--- config.mk ---
export PLATFORM = sky130hd
export DESIGN_NAME = fetch_unit
export DESIGN_NICKNAME = d
export VERILOG_FILES = /design/src/rtl/fetch_unit.sv
export SDC_FILE = /design/constraint.sdc
export NUM_CORES = 1
export LEC_CHECK = 0
export ABC_AREA = 1
export BUFFER_PORTS_ARGS = -buffer_cell sky130_fd_sc_hd__buf_2
export CELL_PAD_IN_SITES_DETAIL_PLACEMENT = 1
export CELL_PAD_IN_SITES_GLOBAL_PLACEMENT = 2
export CORE_MARGIN = 2
export CORE_UTILIZATION = 41
export DETAILED_ROUTE_END_ITERATION = 7
export PLACE_DENSITY_LB_ADDON = 0.1
export SETUP_SLACK_MARGIN = 0.2
export SYNTH_ARGS = -nofsm -noshare
export SYNTH_HDL_FRONTEND = slang
export SYNTH_SLANG_ARGS = --single-unit
--- constraint.sdc ---
create_clock -name clk -period 10.5 [get_ports clk]
set_input_delay 0.525 -clock clk [delete_from_list [all_inputs] [get_ports clk]]
set_output_delay 0.525 -clock clk [all_outputs]
set_load 0.03 [all_outputs]
--- src/rtl/fetch_unit.sv ---
// fetch_unit: owns the PC, issues instruction-memory reads and buffers returned words in a prefetch queue for the decoder.
// Define FETCH_STATS_EN to add saturating stat_fetched / stat_flushed counters.
module fetch_unit #(
  parameter int unsigned        ADDR_W   = 32,
  parameter int unsigned        INSTR_W  = 32,
  parameter int unsigned        DEPTH    = 4,
  parameter int unsigned        PC_STEP  = 4,
  parameter logic [ADDR_W-1:0]  RESET_PC = '0
) (
  input  logic                     clk,
  input  logic                     reset,
  output logic [ADDR_W-1:0]        imem_addr,
  output logic                     imem_req,
  input  logic [INSTR_W-1:0]       imem_rdata,
  input  logic                     redirect,
  input  logic [ADDR_W-1:0]        redirect_pc,
  output logic [INSTR_W-1:0]       instr,
  output logic [ADDR_W-1:0]        instr_pc,
  output logic                     instr_valid,
  input  logic                     instr_ready,
  output logic [$clog2(DEPTH):0]   q_count
`ifdef FETCH_STATS_EN
  ,
  output logic [15:0]              stat_fetched,
  output logic [15:0]              stat_flushed
`endif
);

  localparam int PTR_W = $clog2(DEPTH);
  localparam int CNT_W = PTR_W + 1;

  typedef enum logic [1:0] {ST_IDLE, ST_RUN, ST_HOLD} state_e;

  state_e             state_q, state_d;
  logic [ADDR_W-1:0]  pc_q, pc_d;
  logic [ADDR_W-1:0]  inflight_pc_q, inflight_pc_d;
  logic               inflight_q, inflight_d;
  logic [PTR_W-1:0]   rd_ptr_q, rd_ptr_d, wr_ptr_q, wr_ptr_d;
  logic [CNT_W-1:0]   count_q, count_d;
  logic [INSTR_W-1:0] instr_q, instr_d;
  logic [ADDR_W-1:0]  instr_pc_q, instr_pc_d;
  logic               instr_valid_q, instr_valid_d;

  logic [INSTR_W-1:0] mem_instr [DEPTH];
  logic [ADDR_W-1:0]  mem_pc    [DEPTH];

  logic               pop, push, issue;
  logic [CNT_W-1:0]   occ_now, occ_after_pop, remain;

  // The in-flight word is part of occupancy so every issued read has a slot reserved when it returns.
  assign pop           = instr_valid_q & instr_ready;
  assign push          = inflight_q & ~redirect;
  assign occ_now       = count_q + CNT_W'(inflight_q);
  assign occ_after_pop = occ_now - CNT_W'(pop);
  assign remain        = count_q - CNT_W'(pop);

  // NOTE: every always_comb output gets a default first, so no path can infer a latch.
  always_comb begin
    state_d = state_q;
    issue   = 1'b0;
    unique case (state_q)
      ST_IDLE: state_d = ST_RUN;
      ST_RUN: begin
        issue = (occ_after_pop < CNT_W'(DEPTH));
        if ((occ_now == CNT_W'(DEPTH)) && !pop) state_d = ST_HOLD;
      end
      ST_HOLD: if (pop) state_d = ST_RUN;
      default: state_d = ST_IDLE;
    endcase
    // A redirect cycle issues nothing: the first fetch of the new stream is redirect_pc, next cycle.
    if (redirect) begin
      state_d = ST_RUN;
      issue   = 1'b0;
    end
  end

  always_comb begin
    pc_d          = pc_q;
    inflight_pc_d = inflight_pc_q;
    if (redirect) begin
      pc_d = redirect_pc;
    end else if (issue) begin
      pc_d          = pc_q + ADDR_W'(PC_STEP);
      inflight_pc_d = pc_q;
    end
  end

  assign inflight_d = issue;

  always_comb begin
    rd_ptr_d      = rd_ptr_q + PTR_W'(pop);
    wr_ptr_d      = wr_ptr_q + PTR_W'(push);
    count_d       = count_q + CNT_W'(push) - CNT_W'(pop);
    instr_d       = instr_q;
    instr_pc_d    = instr_pc_q;
    if (redirect) begin
      rd_ptr_d = '0;
      wr_ptr_d = '0;
      count_d  = '0;
    end else if (count_d != '0) begin
      // When the queue drains this cycle the new head is the word arriving right now.
      if (remain == '0) begin
        instr_d    = imem_rdata;
        instr_pc_d = inflight_pc_q;
      end else begin
        instr_d    = mem_instr[rd_ptr_d];
        instr_pc_d = mem_pc[rd_ptr_d];
      end
    end
    instr_valid_d = (count_d != '0);
  end

  // NOTE: sequential state uses non-blocking assignments only, so every flop samples pre-edge values.
  always_ff @(posedge clk or negedge reset) begin
    if (!reset) begin
      state_q       <= ST_IDLE;
      pc_q          <= RESET_PC;
      inflight_q    <= 1'b0;
      inflight_pc_q <= '0;
      rd_ptr_q      <= '0;
      wr_ptr_q      <= '0;
      count_q       <= '0;
      instr_q       <= '0;
      instr_pc_q    <= '0;
      instr_valid_q <= 1'b0;
    end else begin
      state_q       <= state_d;
      pc_q          <= pc_d;
      inflight_q    <= inflight_d;
      inflight_pc_q <= inflight_pc_d;
      rd_ptr_q      <= rd_ptr_d;
      wr_ptr_q      <= wr_ptr_d;
      count_q       <= count_d;
      instr_q       <= instr_d;
      instr_pc_q    <= instr_pc_d;
      instr_valid_q <= instr_valid_d;
    end
  end

  // NOTE: queue storage is not reset; count/pointers guarantee no entry is read before it is written.
  always_ff @(posedge clk) begin
    if (push) begin
      mem_instr[wr_ptr_q] <= imem_rdata;
      mem_pc[wr_ptr_q]    <= inflight_pc_q;
    end
  end

  assign imem_addr   = pc_q;
  assign imem_req    = issue;
  assign instr       = instr_q;
  assign instr_pc    = instr_pc_q;
  assign instr_valid = instr_valid_q;
  assign q_count     = count_q;

`ifdef FETCH_STATS_EN
  logic [15:0] fetched_q, fetched_d, flushed_q, flushed_d;
  logic [16:0] flushed_sum;

  // Flushed = entries still queued after any legal pop, plus the stale word returning this cycle.
  always_comb begin
    fetched_d   = fetched_q;
    flushed_d   = flushed_q;
    flushed_sum = {1'b0, flushed_q} + 17'(remain) + 17'(inflight_q);
    if (push && (fetched_q != 16'hFFFF)) fetched_d = fetched_q + 16'd1;
    if (redirect) flushed_d = flushed_sum[16] ? 16'hFFFF : flushed_sum[15:0];
  end

  always_ff @(posedge clk or negedge reset) begin
    if (!reset) begin
      fetched_q <= '0;
      flushed_q <= '0;
    end else begin
      fetched_q <= fetched_d;
      flushed_q <= flushed_d;
    end
  end

  assign stat_fetched = fetched_q;
  assign stat_flushed = flushed_q;
`endif

endmodule
* Yosys cells after proc, flatten, opt, wreduce, memory -nomap -nowiden *
Memories as Yosys holds them, arrays and structs flattened.
Cells that the tools add are included.

word-level totals
  register bits = 139
  bits in writable memories = 256
  input bits = 68
  output and inout port bits = 101
  memories = 2

cells by class
  $add $sub $neg = 8
  $lt $le $gt $ge = 1
  equal/unequal tests = 5
  mux-type cells = 15
  bitwise gates (word level) = 3
  reductions and logical operators = 10

memory list
  memory     words  width  rd ports  clocked after Yosys merged registers in  write ports  RTL line  RTL
  mem_instr  4      32     1         0                                        1            44        logic [INSTR_W-1:0] mem_instr [DEPTH];
  mem_pc     4      32     1         0                                        1            45        logic [ADDR_W-1:0] mem_pc [DEPTH];

operators with widths
  operator                                                                count
  32-bit two-way mux                                                      4
  32-bit by 3-bit adder with 32-bit output (second input constant)        1
  2-bit two-way mux                                                       5
  3-bit by 1-bit subtractor with 3-bit output                             3
  3-bit by 1-bit adder with 3-bit output                                  2
  3-bit != test (second input constant)                                   2
  2-bit case mux with 3 select lines                                      1
  2-bit AND reduction                                                     3
  3-bit nonzero test                                                      2
  2-bit by 1-bit adder with 2-bit output                                  2
  1-bit two-way mux                                                       4
  3-bit equality test (second input constant)                             1
  3-bit zero test                                                         1
  3-bit < comparator (second input constant)                              1
  3-bit two-way mux                                                       1
  1-bit AND                                                               2
  2-bit by 1-bit equality test with 1-bit output (second input constant)  1
  2-bit equality test (second input constant)                             1
  2-bit zero test                                                         1
  2-bit nonzero test                                                      1
  1-bit logical AND                                                       1
  1-bit zero test                                                         1
  1-bit NOT                                                               1

* Longest topological paths before layout *
  depth in word-level cells = 7
  mapped depth = 15
  gate-level depth less buffers = 12

* Least setup slack after synthesis *
No wires, ideal clock.

  path type = input port to flip-flop
  start point = input port redirect
  end point = memory mem_instr[0][0] (enable)
  library setup time = 565 ps
  arrival = 5264 ps
  required time = 9935 ps
  setup slack = 4671 ps
  cell stages on the path = 4
  buffers on the path = 1
  path through = inv_1 buf_2 nand2_1 nor3_1

between the ends
  longest elaborated chain between the ends = 4

ends and longest elaborated chain
  item                                     RTL line  RTL
  start: declaration                       15        input logic redirect,
  1-bit NOT (no line)                      -
  1-bit AND                                52        assign push = inflight_q & ~redirect;
  1-bit two-way mux                        142       if (push) begin
  1-bit two-way mux (not written as such)  143       mem_instr[wr_ptr_q] <= imem_rdata;
  end: declaration                         44

Every way passes these cells.

* Worst setup path after layout *
  start point = input port redirect
  end point = register instr_pc_q[14] (netlist: instr_pc[14])

between the ends
  longest elaborated chain between the ends = 6

ends and longest elaborated chain
  item                                         RTL line  RTL
  1-bit NOT (no line) *                        -
  1-bit AND                                    52
  3-bit by 1-bit adder with 3-bit output       93        count_d = count_q + CNT_W'(push) - CNT_W'(pop);
  3-bit by 1-bit subtractor with 3-bit output  93
  3-bit nonzero test                           100       end else if (count_d != '0) begin
  2-bit AND reduction (no line) *              -
  end signal: assignment                       135       instr_pc_q <= instr_pc_d;
  end: declaration                             41        logic [ADDR_W-1:0] instr_pc_q, instr_pc_d;

Every way passes the cells marked *; elsewhere a longest branch is shown, timed or not.
A chain may end at the register's enable or synchronous reset.

==> flow_summary.toml <==
[clocking]
tritoncts = "yes"
clkSinkCount = 395
worstSkewPairLatency_ns = 0.57
post_cts_hold_buffer_count = 0
clockRootBuffer = "clkbuf_16"
cts.htree.levels = 2
clock_path_buffers = 3
cts_inserted_buffers = 45
cts_resized = 0
cts_setup_buffers = 0
clk_pin_slew_worst_paths_ns = 0.06

[setup_path]
worstSetupPathType = "in -> reg"
crit_fanout = 66
critical_path.startpoint_type = "input port"
timing.critical_path.max_delay_family = "buffers and inverters"
crit_path_frequent_cell = "inv_1"
worst_ep_required_time_ns = 10.94
highest_delay_cell_along_the_critical_path = "nand2_4"
path_cells = "buf_2 > inv_1 > nand2_1 > xor2_1 > ha_1 > inv_1 > fa_1 > inv_1 > nand2_1 > nand3_4 > buf_4 > nand2_4 > nor2_1 > a21oi_1"
critPathMaxStageDelay_ns = 0.77
timing.critical_path.arrival_ns = 5.05
crit_buf_inv = 5
crit_path_end_kind = "register"

[logic_synthesis]
synth_largest_area_cell = "edfxtp_1"
synth_cells = 1719
ys_warn_count = 0
syn-mean-instance-area_um2 = 9.95
post_synth_num_cell_types = 30
mappedNetlistNets = 1793
postSynthRegisterBits = 395
syn-cell-area_um2 = 17100
sequential_area_share_after_synthesis = 0.653
synth.top_cells.by_area = "edfxtp_1 45%, dfrtp_1 20%, nand3_1 9.0%"
synth.top_cell.area_share = 0.449

[timing]
worst_slack_ns = 5.90
total_negative_slack_for_setup_checks_ns = 0
post-route-min-period_ns = 4.60
worst-slew-pin-transition_ns = 1.12
finalCritPeriodShare = 0.438
finalHoldViolCount = 0
slew-limit-headroom = 0.250
slew_viol_final = 0
max_clock_freq_mhz = 217
finalClockSkew_ns = 0.0148
grt_setup_unrepaired = "no"
setup_viol = 0

[floorplan]
core_area_um2 = 41000
dieHeight_um = 208
fp-row-count = 74
die_area_um2 = 43400
io_pins = 169
die_w_um = 208
start_util = 0.417

[placed_design]
io_buffers = 168
pre_cts_ws_ns = 5.23
total_half_perimeter_wirelength_after_legalization_and_detailed_placement_mm = 28.4
place.gp.congestion = 0.787

[drt]
first_pass_iters = 5
ant_nets = 0
post_detailed_route_via_to_cell_ratio = 5.30
routed_wl_mm = 50.5
dr.first_iter.drc_count = 798
drt-wirelength-per-cell_um = 20.9
detailroute.via_count = 12844
post-route-drc-count = 0

[pwr]
share_clk_of_total_power = 0.250
swShare = 0.422
worst_vdd_drop_uv = 280
pwr-share-seq = 0.368
p_per_area_nw_per_um2 = 323
power.internal_w = 0.00371
pwr-share-comb = 0.382
leakage_nw = 8.25
switchingPower_w = 0.00270

[layout]
area_growth_syn_to_layout_pct = 16.0
antenna_cells = 0
fillerInstances = 4579
finalNetCount = 1928
post_route_cells_drive_above_1_share = 0.149

[grt]
maximum_number_of_pins_on_one_net_before_global_route_repair = 89
globalRouteOverflowTotal = 0
grt_pass1_wl_mm = 79.0
number_of_antenna_violations_at_the_first_check_in_global_routing = 0
track_usage = 0.236
via_count_of_the_first_global_routing_pass = 13414

[run_status]
status = "complete, no violations"

[hold_path]
timing.hold.worst.class = "in -> async"

[flow_run]
drv.max_cap_violation_count = 0
-- cell type report --
| class | count | area, um2 | share of cell area |
|---|---|---|---|
| Clock buffer | 64 | 1320 | 0.0665 |
| Clock inverter | 19 | 203 | 0.0102 |
| Inverter | 121 | 454 | 0.0229 |
| Multi-Input combinational cell | 1104 | 5040 | 0.254 |
| Sequential cell | 395 | 11200 | 0.563 |
| Tap cell | 532 | 666 | 0.0335 |
| Timing Repair Buffer | 187 | 990 | 0.0499 |
-- worst reg2reg max path, stage by stage, from the launching register on --
cell and delay (ns):
dfrtp_1 0.45, nand2_4 0.20, xor2_1 0.17, ha_1 0.16, inv_1 0.05, fa_1 0.38, inv_1 0.07, nand2_1 0.08
nand3_4 0.06, buf_4 0.74, nand2_4 0.80, nor2_1 0.37, a21oi_1 0.07
-- layout by cell type, fill, tap and decap left out, types with 3 or more instances in the layout --
cell / count
clkbuf_8: 8
nand3_1: 308
nand4_1: 4
buf_4: 19
o21ai_0: 28
nand2_1: 399
nor2_1: 173
bufinv_16: 4
inv_1: 116
dfrtp_1: 139
nor2_2: 3
nand2_4: 3
xnor2_1: 6
clkinv_2: 7
xor2_1: 12
edfxtp_1: 256
clkinv_1: 4
o21ai_1: 11
ha_1: 5
inv_2: 5
clkbuf_1: 9
nand2_2: 3
nor3_2: 4
a21oi_1: 131
clkbuf_16: 47
buf_2: 167
-- routing by layer --
| layer | routed length [um] | global-route usage | part of all wire | up-vias |
|---|---|---|---|---|
| met5 | 0 | 0 | 0 | - |
| met4 | 1060 | 0.0677 | 0.021 | 0 |
| met3 | 1940 | 0.0285 | 0.038 | 70 |
| met2 | 23900 | 0.382 | 0.47 | 279 |
| met1 | 23600 | 0.335 | 0.47 | 6442 |
| li1 | - | - | - | 6053 |
-- synth_stat cells, drive strengths merged --
cell / number
edfxtp: 256
nor3: 5
xor2: 12
clkbuf: 23
nand3b: 2
dfrtp: 139
buf: 76
nand4: 4
nand3: 312
nand2: 405
ha: 5
fa: 1
inv: 121
xnor2: 6
and2: 2
a21oi: 131
o21ai: 40
nor2: 178
o21a: 1
-- metrics by stage --
| stage | instances | total power [W] | instance area, um2 | util | hold slack [ns] |
|---|---|---|---|---|---|
| floorplan | 1719 | 0.00404 | 17100 | - | 0.229 |
| finish | 2422 | 0.00641 | 19800 | 0.484 | 0.0101 |
| CTS | 2422 | 0.00649 | 19800 | 0.484 | 0.0352 |
| global route | 2422 | 0.00682 | 19800 | 0.484 | 0.0653 |
| global placement | 2339 | 0.00479 | 18300 | 0.447 | 0.486 |
| detailed placement | 2339 | 0.00487 | 18300 | 0.447 | 0.500 |
-- kinds of logic after synthesis --
group,Yosys count,synth area share
AO/OA/AOI/OAI,172,0.0507
adder cells (fa/ha/maj),6,0.00483
XOR/XNOR,18,0.00922
AND/OR/NAND/NOR,908,0.226
buffers and inverters,220,0.0562
flip-flops,395,0.653
-- power by group through the flow --
stage | logic [W] | clock network [W] | registers, W
6_report | 0.00245 | 0.00160 | 0.00236
5_1_grt | 0.00272 | 0.00170 | 0.00241
4_1_cts | 0.00249 | 0.00164 | 0.00236
3_5_place_dp | 0.00247 | 0 | 0.00239
3_3_place_gp | 0.00241 | 0 | 0.00238
2_1_floorplan | 0.00139 | 0 | 0.00265
-- worst paths after layout --
check / start / end / slack, ns / depth (start not counted)
max in group asynchronous: reset / instr[15]$_DFFE_PN0P_ / 9.06 / 2
hold reg to reg: inflight_pc_q[7]$_DFFE_PN0P_ / mem_pc[3][7]$_DFFE_PP_ / 0.52 / 0
setup reg to reg: instr_valid$_DFF_PN0_ / instr_pc[14]$_DFFE_PN0P_ / 6.78 / 12
setup / recovery: redirect / instr_pc[14]$_DFFE_PN0P_ / 5.90 / 14
hold / removal: reset / imem_addr[28]$_DFFE_PN0P_ / 0.01 / 1
min in group clk: redirect_pc[0] / imem_addr[0]$_DFFE_PN0P_ / 0.17 / 3
-- state kept, by name, indices dropped and copies added (netlist names) --
name           flops
mem_instr        128
inflight_q         1
instr_valid        1
state_q            2
wr_ptr_q           2
inflight_pc_q     32
mem_pc           128
q_count            3
instr             32
rd_ptr_q           2
imem_addr         32
instr_pc          32
(Power assumes the default switching activity.)
